### src/rtl/mult_div_unit.sv
// mult_div_unit: iterative MIPS multiply/divide unit with architectural HI/LO.
// MULT/MULTU use radix-2 shift-add; DIV/DIVU use restoring division.
// Both take one bit per cycle in CALC, with sign correction applied in FIX.
// Optional feature: define MDU_EARLY_OUT_EN to end multiplies as soon as the
// remaining multiplier bits are all zero. Divide timing does not change.
module mult_div_unit (
  input  logic        clk,
  input  logic        reset,
  input  logic        start,
  input  logic [1:0]  op,
  input  logic [31:0] rs_data,
  input  logic [31:0] rt_data,
  input  logic        hi_we,
  input  logic        lo_we,
  input  logic [31:0] wdata,
  input  logic        sel_hi,
  output logic [31:0] result,
  output logic [31:0] hi,
  output logic [31:0] lo,
  output logic        busy,
  output logic        done,
  output logic        div_by_zero
);

  typedef enum logic [1:0] {IDLE, CALC, FIX} state_t;

  state_t      state, state_nxt;
  logic [4:0]  cnt;
  logic        is_div;     // latched op[1]
  logic        neg_res;    // product / quotient must be negated
  logic        neg_rem;    // remainder takes the (negative) dividend sign
  logic        dz;         // divide with a zero divisor
  logic [63:0] acc;        // multiply accumulator
  logic [63:0] mcand;      // multiplicand, shifted left each iteration
  logic [31:0] mplr;       // multiplier, or dividend shifting into quotient
  logic [31:0] dvsr;       // divisor magnitude
  logic [31:0] rem;        // partial remainder
  logic [32:0] rem_shift;  // 33-bit trial partial remainder
  logic [31:0] rem_sub;
  logic        rem_ge;
  logic        signed_op;
  logic [31:0] mag_a, mag_b;
  logic        calc_last;

  // Operand conditioning: signed ops use magnitudes, unsigned ops use raw values.
  assign signed_op = ~op[0];
  assign mag_a     = (signed_op && rs_data[31]) ? (32'd0 - rs_data) : rs_data;
  assign mag_b     = (signed_op && rt_data[31]) ? (32'd0 - rt_data) : rt_data;

  // Restoring-division step: shift in the next dividend bit, then try to subtract.
  assign rem_shift = {rem, mplr[31]};
  assign rem_ge    = rem_shift >= {1'b0, dvsr};
  assign rem_sub   = 32'(rem_shift - {1'b0, dvsr});

  // Last CALC iteration: either the fixed count or the multiply early-out.
`ifdef MDU_EARLY_OUT_EN
  assign calc_last = (cnt == 5'd31) || (!is_div && (mplr[31:1] == 31'd0));
`else
  assign calc_last = (cnt == 5'd31);
`endif

  assign result = sel_hi ? hi : lo;

  // State register.
  always_ff @(posedge clk or posedge reset) begin
    // NOTE: every sequential assignment is non-blocking, so all registers
    // update from values sampled before the edge.
    if (reset) state <= IDLE;
    else       state <= state_nxt;
  end

  // Next-state and busy decode.
  always_comb begin
    // NOTE: defaults come first so that no path leaves an output unassigned.
    // An unassigned path would infer a latch.
    state_nxt = state;
    busy      = (state != IDLE);
    case (state)
      IDLE:    if (start) state_nxt = CALC;
      CALC:    if (calc_last) state_nxt = FIX;
      FIX:     state_nxt = IDLE;
      default: state_nxt = IDLE;
    endcase
  end

  // Datapath: operand latch, per-cycle iteration, sign fix-up and HI/LO writes.
  always_ff @(posedge clk or posedge reset) begin
    if (reset) begin
      cnt         <= '0;
      is_div      <= 1'b0;
      neg_res     <= 1'b0;
      neg_rem     <= 1'b0;
      dz          <= 1'b0;
      acc         <= '0;
      mcand       <= '0;
      mplr        <= '0;
      dvsr        <= '0;
      rem         <= '0;
      hi          <= '0;
      lo          <= '0;
      done        <= 1'b0;
      div_by_zero <= 1'b0;
    end else begin
      done        <= 1'b0;
      div_by_zero <= 1'b0;
      case (state)
        IDLE: begin
          if (start) begin
            // A start in the same cycle as MTHI/MTLO wins, and the write is dropped.
            cnt     <= '0;
            is_div  <= op[1];
            neg_res <= signed_op && (rs_data[31] ^ rt_data[31]);
            neg_rem <= signed_op && rs_data[31];
            dz      <= op[1] && (rt_data == 32'd0);
            acc     <= '0;
            rem     <= '0;
            mcand   <= {32'd0, mag_a};
            dvsr    <= mag_b;
            mplr    <= op[1] ? mag_a : mag_b;
          end else begin
            if (hi_we) hi <= wdata;
            if (lo_we) lo <= wdata;
          end
        end
        CALC: begin
          cnt <= cnt + 5'd1;
          if (is_div) begin
            rem  <= rem_ge ? rem_sub : rem_shift[31:0];
            mplr <= {mplr[30:0], rem_ge};
          end else begin
            if (mplr[0]) acc <= acc + mcand;
            mcand <= mcand << 1;
            mplr  <= mplr >> 1;
          end
        end
        FIX: begin
          done        <= 1'b1;
          div_by_zero <= dz;
          if (is_div) begin
            // With a zero divisor, the remainder ends up equal to the dividend magnitude.
            // Sign correction of that magnitude gives back the original rs_data.
            lo <= dz ? 32'hFFFF_FFFF : (neg_res ? (32'd0 - mplr) : mplr);
            hi <= neg_rem ? (32'd0 - rem) : rem;
          end else begin
            {hi, lo} <= neg_res ? (64'd0 - acc) : acc;
          end
        end
        default: ;
      endcase
    end
  end

endmodule

### config.mk
export PLATFORM = sky130hd
export DESIGN_NAME = mult_div_unit
export DESIGN_NICKNAME = d
export VERILOG_FILES = /design/src/rtl/mult_div_unit.sv
export SDC_FILE = /design/constraint.sdc
export NUM_CORES = 1
export LEC_CHECK = 0
export BUFFER_PORTS_ARGS = -buffer_cell sky130_fd_sc_hd__buf_2
export CAP_MARGIN = 20
export CORE_MARGIN = 8
export CORE_UTILIZATION = 64
export DETAILED_ROUTE_END_ITERATION = 6
export HOLD_SLACK_MARGIN = 0.03
export PLACE_DENSITY = 0.9
export SETUP_SLACK_MARGIN = 0.3
export SYNTH_ARGS = -nofsm -noshare
export SYNTH_HDL_FRONTEND = slang
export SYNTH_SLANG_ARGS = --single-unit
### constraint.sdc
create_clock -name clk -period 15 [get_ports clk]
set_input_delay 1.5 -clock clk [delete_from_list [all_inputs] [get_ports clk]]
set_output_delay 1.5 -clock clk [all_outputs]
set_load 0.01 [all_outputs]
; Word-level counts from Yosys, hierarchy flattened
; Index checks and enable logic that the tools add are counted.
[totals]
regBits = 301
in_bits = 104
output_inout_bits = 99
[classes]
n_addsub = 8
order_cmp = 1
n_eq_ne = 11
muxes = 37
bitwise = 2
n_reduce_logical = 17
[op_table]
columns = cell, n
row1 = 2-to-1 mux 32 bit, 18
row2 = 2-to-1 mux 64 bit, 6
row3 = one-hot mux 32 bit (2 select lines), 4
row4 = one-hot mux 64 bit (2 select lines), 2
row5 = "subtractor 1 x 32 -> 32 bit, first input constant", 4
row6 = adder 64 bit, 1
row7 = "subtractor 1 x 64 -> 64 bit, first input constant", 1
row8 = greater-or-equal comparator 33 x 32 -> 1 bit, 1
row9 = zero test 32 bit, 1
row10 = subtractor 32 bit, 1
row11 = "!= test 2 bit, second input constant", 8
row12 = AND reduction 3 bit, 4
row13 = one-hot mux 5 bit (2 select lines), 1
row14 = AND reduction 2 bit, 3
row15 = nonzero test 2 bit, 3
row16 = "adder 5 x 1 -> 5 bit, second input constant", 1
row17 = "equality test 5 bit, second input constant", 1
row18 = 2-to-1 mux 5 bit, 1
row19 = logical AND 1 bit, 4
row20 = 2-to-1 mux 2 bit, 2
row21 = one-hot mux 2 bit (2 select lines), 1
row22 = AND reduction 4 bit, 1
row23 = "equality test 2 x 1 -> 1 bit, second input constant", 1
row24 = "equality test 2 bit, second input constant", 1
row25 = other kinds (4), 5

; Depth between registers and ports, before layout
[depth]
word_depth = 6
mapped_depth = 15

; Worst setup path before layout
; OpenSTA, ideal clock, no wires.
[synth_path]
kind = input to register
start = input rs_data[9]
end = register mplr[27]
setup_ps = 136
arrival_ps = 3841
slack_ps = 11022
cell_stages = 10
path_cell_list = or4_4 > or3_1 > or3_1 > nand2b_1 > or2_4 > o21ai_2 > xor2_1 > mux2i_1 > a211oi_1 > a21oi_1
[synth_between]
elab_chain_len = 5
[synth_lines]
columns = element, line_no
row1 = start: declaration, 11  ; input logic [31:0] rs_data,
row2 = subtractor 1 x 32 -> 32 bit, 47  ; assign mag_a = (signed_op && rs_data[31]) ? (32'd0 - rs_data) : rs_data;
row3 = 2-to-1 mux 32 bit, 47
row4 = 2-to-1 mux 32 bit, 119  ; mplr <= op[1] ? mag_a : mag_b;
row5 = 2-to-1 mux 32 bit, 108  ; if (start) begin
row6 = one-hot mux 32 bit (2 select lines), 106  ; case (state)
row7 = end signal: assignment, 119
row8 = end signal: assignment, 129  ; mplr <= {mplr[30:0], rem_ge};
row9 = end signal: assignment, 133  ; mplr <= mplr >> 1;
row10 = end: declaration, 35  ; logic [31:0] mplr;
; Every way passes these cells. The select of a mux whose other input is x is not followed.
; A chain may end at the register's enable or synchronous reset.

; Worst setup path in the final report
[layout_path]
start = input sel_hi
end = output result[14]
[layout_between]
elab_chain_len = 1
[layout_lines]
columns = element, line_no
row1 = start: declaration, 16  ; input logic sel_hi,
row2 = 2-to-1 mux 32 bit, 62  ; assign result = sel_hi ? hi : lo;
row3 = end: declaration, 17  ; output logic [31:0] result,
; Every way passes these cells.

==> results.py <==
metrics = {
    "placed_design": {
        "placedInstanceArea_um2": 23950,
        "dp_hpwl_um": 58350,
        "globalplace.congestion": 0.9971,
        "port_buffers": 202,
        "pre_cts_ws_ns": 10.59,
        "placed_cells": 3317,
    },
    "logic_synthesis": {
        "netlist_top_cells_area": "dfrtp_1, o21ai_0, xnor2_1",
        "synth.top_cell.area_share_pct": 33.03,
        "synth_cells": 2810,
        "avgSynthCellArea_um2": 8.116,
        "yosys_warnings": 0,
        "yosys.area.top_type": "dfrtp_1",
        "synth_seq_cells": 301,
        "synth_seq_area_share_pct": 33.03,
        "synthesis.area_um2": 22810,
        "yosys_most_used_dff": "dfrtp_1",
        "synth_edf_count": 0,
        "synth_fp_nets": 3018,
        "synth.distinct_cells": 76,
        "postSynth.asyncResetShare_pct": 100.0,
    },
    "critical_path": {
        "worstPathRequired_ns": 13.50,
        "crit_path_start": "sel_hi",
        "cp-end-kind": "output pin",
        "cpMaxStageDelayCell": "buf_2",
        "r2r-end": "rem[0]$_DFFE_PP0P_",
        "crit_arrival_ns": 2.67,
        "cpPeakStageDelay_ns": 0.59,
        "path_buf_inv": 2,
        "r2r_slack_ns": 10.88,
        "critical_path.startpoint_type": "input port",
        "crit_family": "buffers and inverters",
        "crit_fanout": 32,
        "critical_path_class": "input port to output pin",
        "rr_worst_depth": 12,
        "rr_startpoint": "rem[17]$_DFFE_PP0P_",
        "path_common_cell": "buf_2",
        "path_cells": "buf_2 > mux2_2 > buf_2",
    },
    "die": {
        "start_util_pct": 64.59,
        "rows": 69,
        "die_height_um": 204.8,
        "io_pins": 203,
        "dieArea_um2": 41930,
        "coreArea_um2": 35310,
        "fp.dieW_um": 204.8,
    },
    "clock_network": {
        "clk_pin_slew_worst_paths_ns": 0.06,
        "postCtsSetupBuffers": 0,
        "numCtsBuffers": 36,
        "ctsHoldBuffers": 0,
        "cts_tree": "built",
        "clock_path_buffers": 3,
        "cts_root_buf": "clkbuf_16",
        "cts_sinks": 301,
        "htree_levels": 2,
        "clock_latency_ns": 0.56,
        "cts_resized": 0,
    },
    "timing": {
        "relSlewSlack_pct": 26.03,
        "fmax_ghz": 0.2399,
        "skew_ns": 0.01611,
        "setup_viol": 0,
        "rsz0062_at_grt": "false",
        "fin_setup_tns_ns": 0,
        "drv_slew": 0,
        "tightest_slew_ns": 1.107,
        "hold_viol": 0,
        "fin_crit_sh_pct": 27.78,
        "layout_min_cycle_time_ns": 4.168,
        "timing.final.ws_setup_ns": 10.83,
    },
    "finish": {
        "fin_cells": 3382,
        "antenna_cells": 0,
        "fin_area_um2": 25160,
        "nets": 3104,
        "fill_cells": 2789,
        "regArea_um2": 7537,
        "syn_to_final_growth_pct": 10.33,
        "multiInputGateArea_um2": 14390,
        "drive_gt1_share_pct": 12.29,
    },
    "worst_hold_path": {
        "holdPathStages": 2,
        "hold_class": "flop to flop",
        "holdPathEnd": "dvsr[3]$_DFFE_PP0P_",
        "min-delay-start": "dvsr[3]$_DFFE_PP0P_",
    },
    "power": {
        "ir_drop_v": 0.0001630,
        "intPower_mw": 3.328,
        "p_leak_nw": 11.06,
        "power_switching_mw": 3.437,
        "p_comb_share_pct": 60.7,
        "seqPwrFrac_pct": 26.0,
        "pwr-share-clk_pct": 13.3,
        "swShare_pct": 50.81,
        "power_density_nw_per_um2": 268.9,
    },
    "routing": {
        "ant_nets": 0,
        "wl_per_cell_um": 23.03,
        "drt-total-wl_um": 77890,
        "routed-via-count": 22902,
        "vias_per_cell": 6.772,
        "first_iter_violations": 2713,
        "drcViolationCount": 0,
        "dr.pass1.iters": 7,
    },
    "global_route": {
        "antenna_found_initial": 2,
        "grt_pass1_wl_um": 120800,
        "grt_pass1_vias": 21453,
        "grt_max_degree": 107,
        "grtUsageTotal_pct": 36.11,
        "grt-ovfl-total": 0,
    },
    "status": {
        "status": "completed",
    },
    "run": {
        "maxCapViolations": 0,
    },
}
==> routing by layer <==
| metal | vias up | global-route usage [%] | share of wire [%] |
|---|---|---|---|
| li1 | 10304 | - | - |
| met1 | 10944 | 46.95 | 39 |
| met2 | 1414 | 56.04 | 44 |
| met3 | 238 | 9.029 | 12 |
| met4 | 2 | 16.79 | 4.5 |
| met5 | - | 0 | 0.017 |
==> cells by family (layout without fill, tap and decap cells) <==
family | count (synthesis) | in the layout | share of synthesized area [%]
AOI/OAI and AO/OA | 964 | 964 | 25.71
xor gates and xnor gates | 270 | 270 | 10.37
adders and majority gates | 104 | 104 | 5.771
buffers and inverters | 251 | 362 | 4.142
DFF | 301 | 301 | 33.03
muxes | 72 | 72 | 3.346
and+or+nand+nor | 848 | 848 | 17.63
==> how the worst max path moves through the flow <==
stage	endpoint	slack, ns	depth (start not counted)
2_1_floorplan	acc[0]$_DFFE_PP0P_	5.18	1
3_3_place_gp	mplr[29]$_DFFE_PP0P_	10.71	11
3_5_place_dp	mplr[27]$_DFFE_PP0P_	10.59	11
4_1_cts	result[12]	10.85	3
5_1_grt	rem[10]$_DFFE_PP0P_	10.65	12
6_report	result[14]	10.83	3
==> power by group through the flow <==
stage          sequential [mW]  clock [mW]  combinational, mW
6_report                  1.76       0.898               4.11
4_1_cts                   1.73       0.899               4.01
2_1_floorplan             1.54           0               2.98
5_1_grt                   1.80       0.932               4.49
3_5_place_dp              1.74           0               3.98
3_3_place_gp              1.72           0               3.88
==> through the flow <==
stage / total power [mW] / util [%] / hold WS [ns]
2_1_floorplan: 4.521 / - / 0.4498
3_3_place_gp: 5.602 / 67.82 / 0.4612
3_5_place_dp: 5.719 / 67.82 / 0.4702
4_1_cts: 6.637 / 71.16 / 0.4836
5_1_grt: 7.221 / 71.26 / 0.5033
6_report: 6.766 / 71.26 / 0.4783
==> sequential cells by signal (all words and copies together), names as in the netlist <==
name	flops
done	1
div_by_zero	1
rem	32
state	2
cnt	5
mcand	64
is_div	1
dz	1
dvsr	32
mplr	32
acc	64
lo	32
neg_rem	1
hi	32
neg_res	1
==> synth_stat cells, types with 18 or more instances <==
cell and n:
mux2i_1 38, nor3_1 36, mux2_2 34, nand2b_1 26, nor4_1 20, a211oi_1 56, nand4_1 29, and2_1 38
buf_1 18, inv_1 76, a22o_1 32, o21ai_0 340, o22ai_1 35, xnor2_1 155, ha_1 102, nand2_1 316
a21o_1 54, and3_1 19, dfrtp_1 301, xor2_1 115, o31ai_1 37, clkbuf_1 155, nand3_1 96, or3_1 27
nor2_1 161, a21oi_1 261, nor2b_1 33
==> area by class of cell <==
type / count / area share [%]
Multi-Input combinational cell: 2258 / 57.17
Clock inverter: 10 / 0.4575
Inverter: 76 / 1.164
Tap cell: 461 / 2.292
Timing Repair Buffer: 223 / 4.724
Sequential cell: 301 / 29.95
Clock buffer: 53 / 4.236
==> layout by cell type, fill, tap and decap left out, types with 20 or more instances in the layout <==
master / Yosys / routed
and2_1: 38 / 38
dfrtp_1: 301 / 299
inv_1: 76 / 75
a21o_1: 54 / 54
or3_1: 27 / 27
a211oi_1: 56 / 56
nand4_1: 29 / 29
o21ai_0: 340 / 340
o22ai_1: 35 / 35
mux2i_1: 38 / 38
clkbuf_16: 0 / 37
nor4_1: 20 / 20
ha_1: 102 / 102
o31ai_1: 37 / 37
a21oi_1: 261 / 261
xor2_1: 115 / 115
mux2_2: 34 / 34
a22o_1: 32 / 32
buf_2: 2 / 202
nor2_1: 161 / 158
xnor2_1: 155 / 155
nor2b_1: 33 / 32
nand2_1: 316 / 315
nand3_1: 96 / 96
nor3_1: 36 / 35
nand2b_1: 26 / 24
==> worst register-to-register path, stage by stage (launching register included) <==
cell	delay, ns
dfrtp_1	0.49
ha_1	0.46
nand4_1	0.15
or2_2	0.34
nor2_1	0.10
o211a_1	0.17
o21ai_0	0.19
a21oi_1	0.28
nor2b_1	0.16
o211ai_1	0.70
buf_4	0.53
o21ai_0	0.16
o21ai_0	0.25
(Power assumes the default switching activity.)
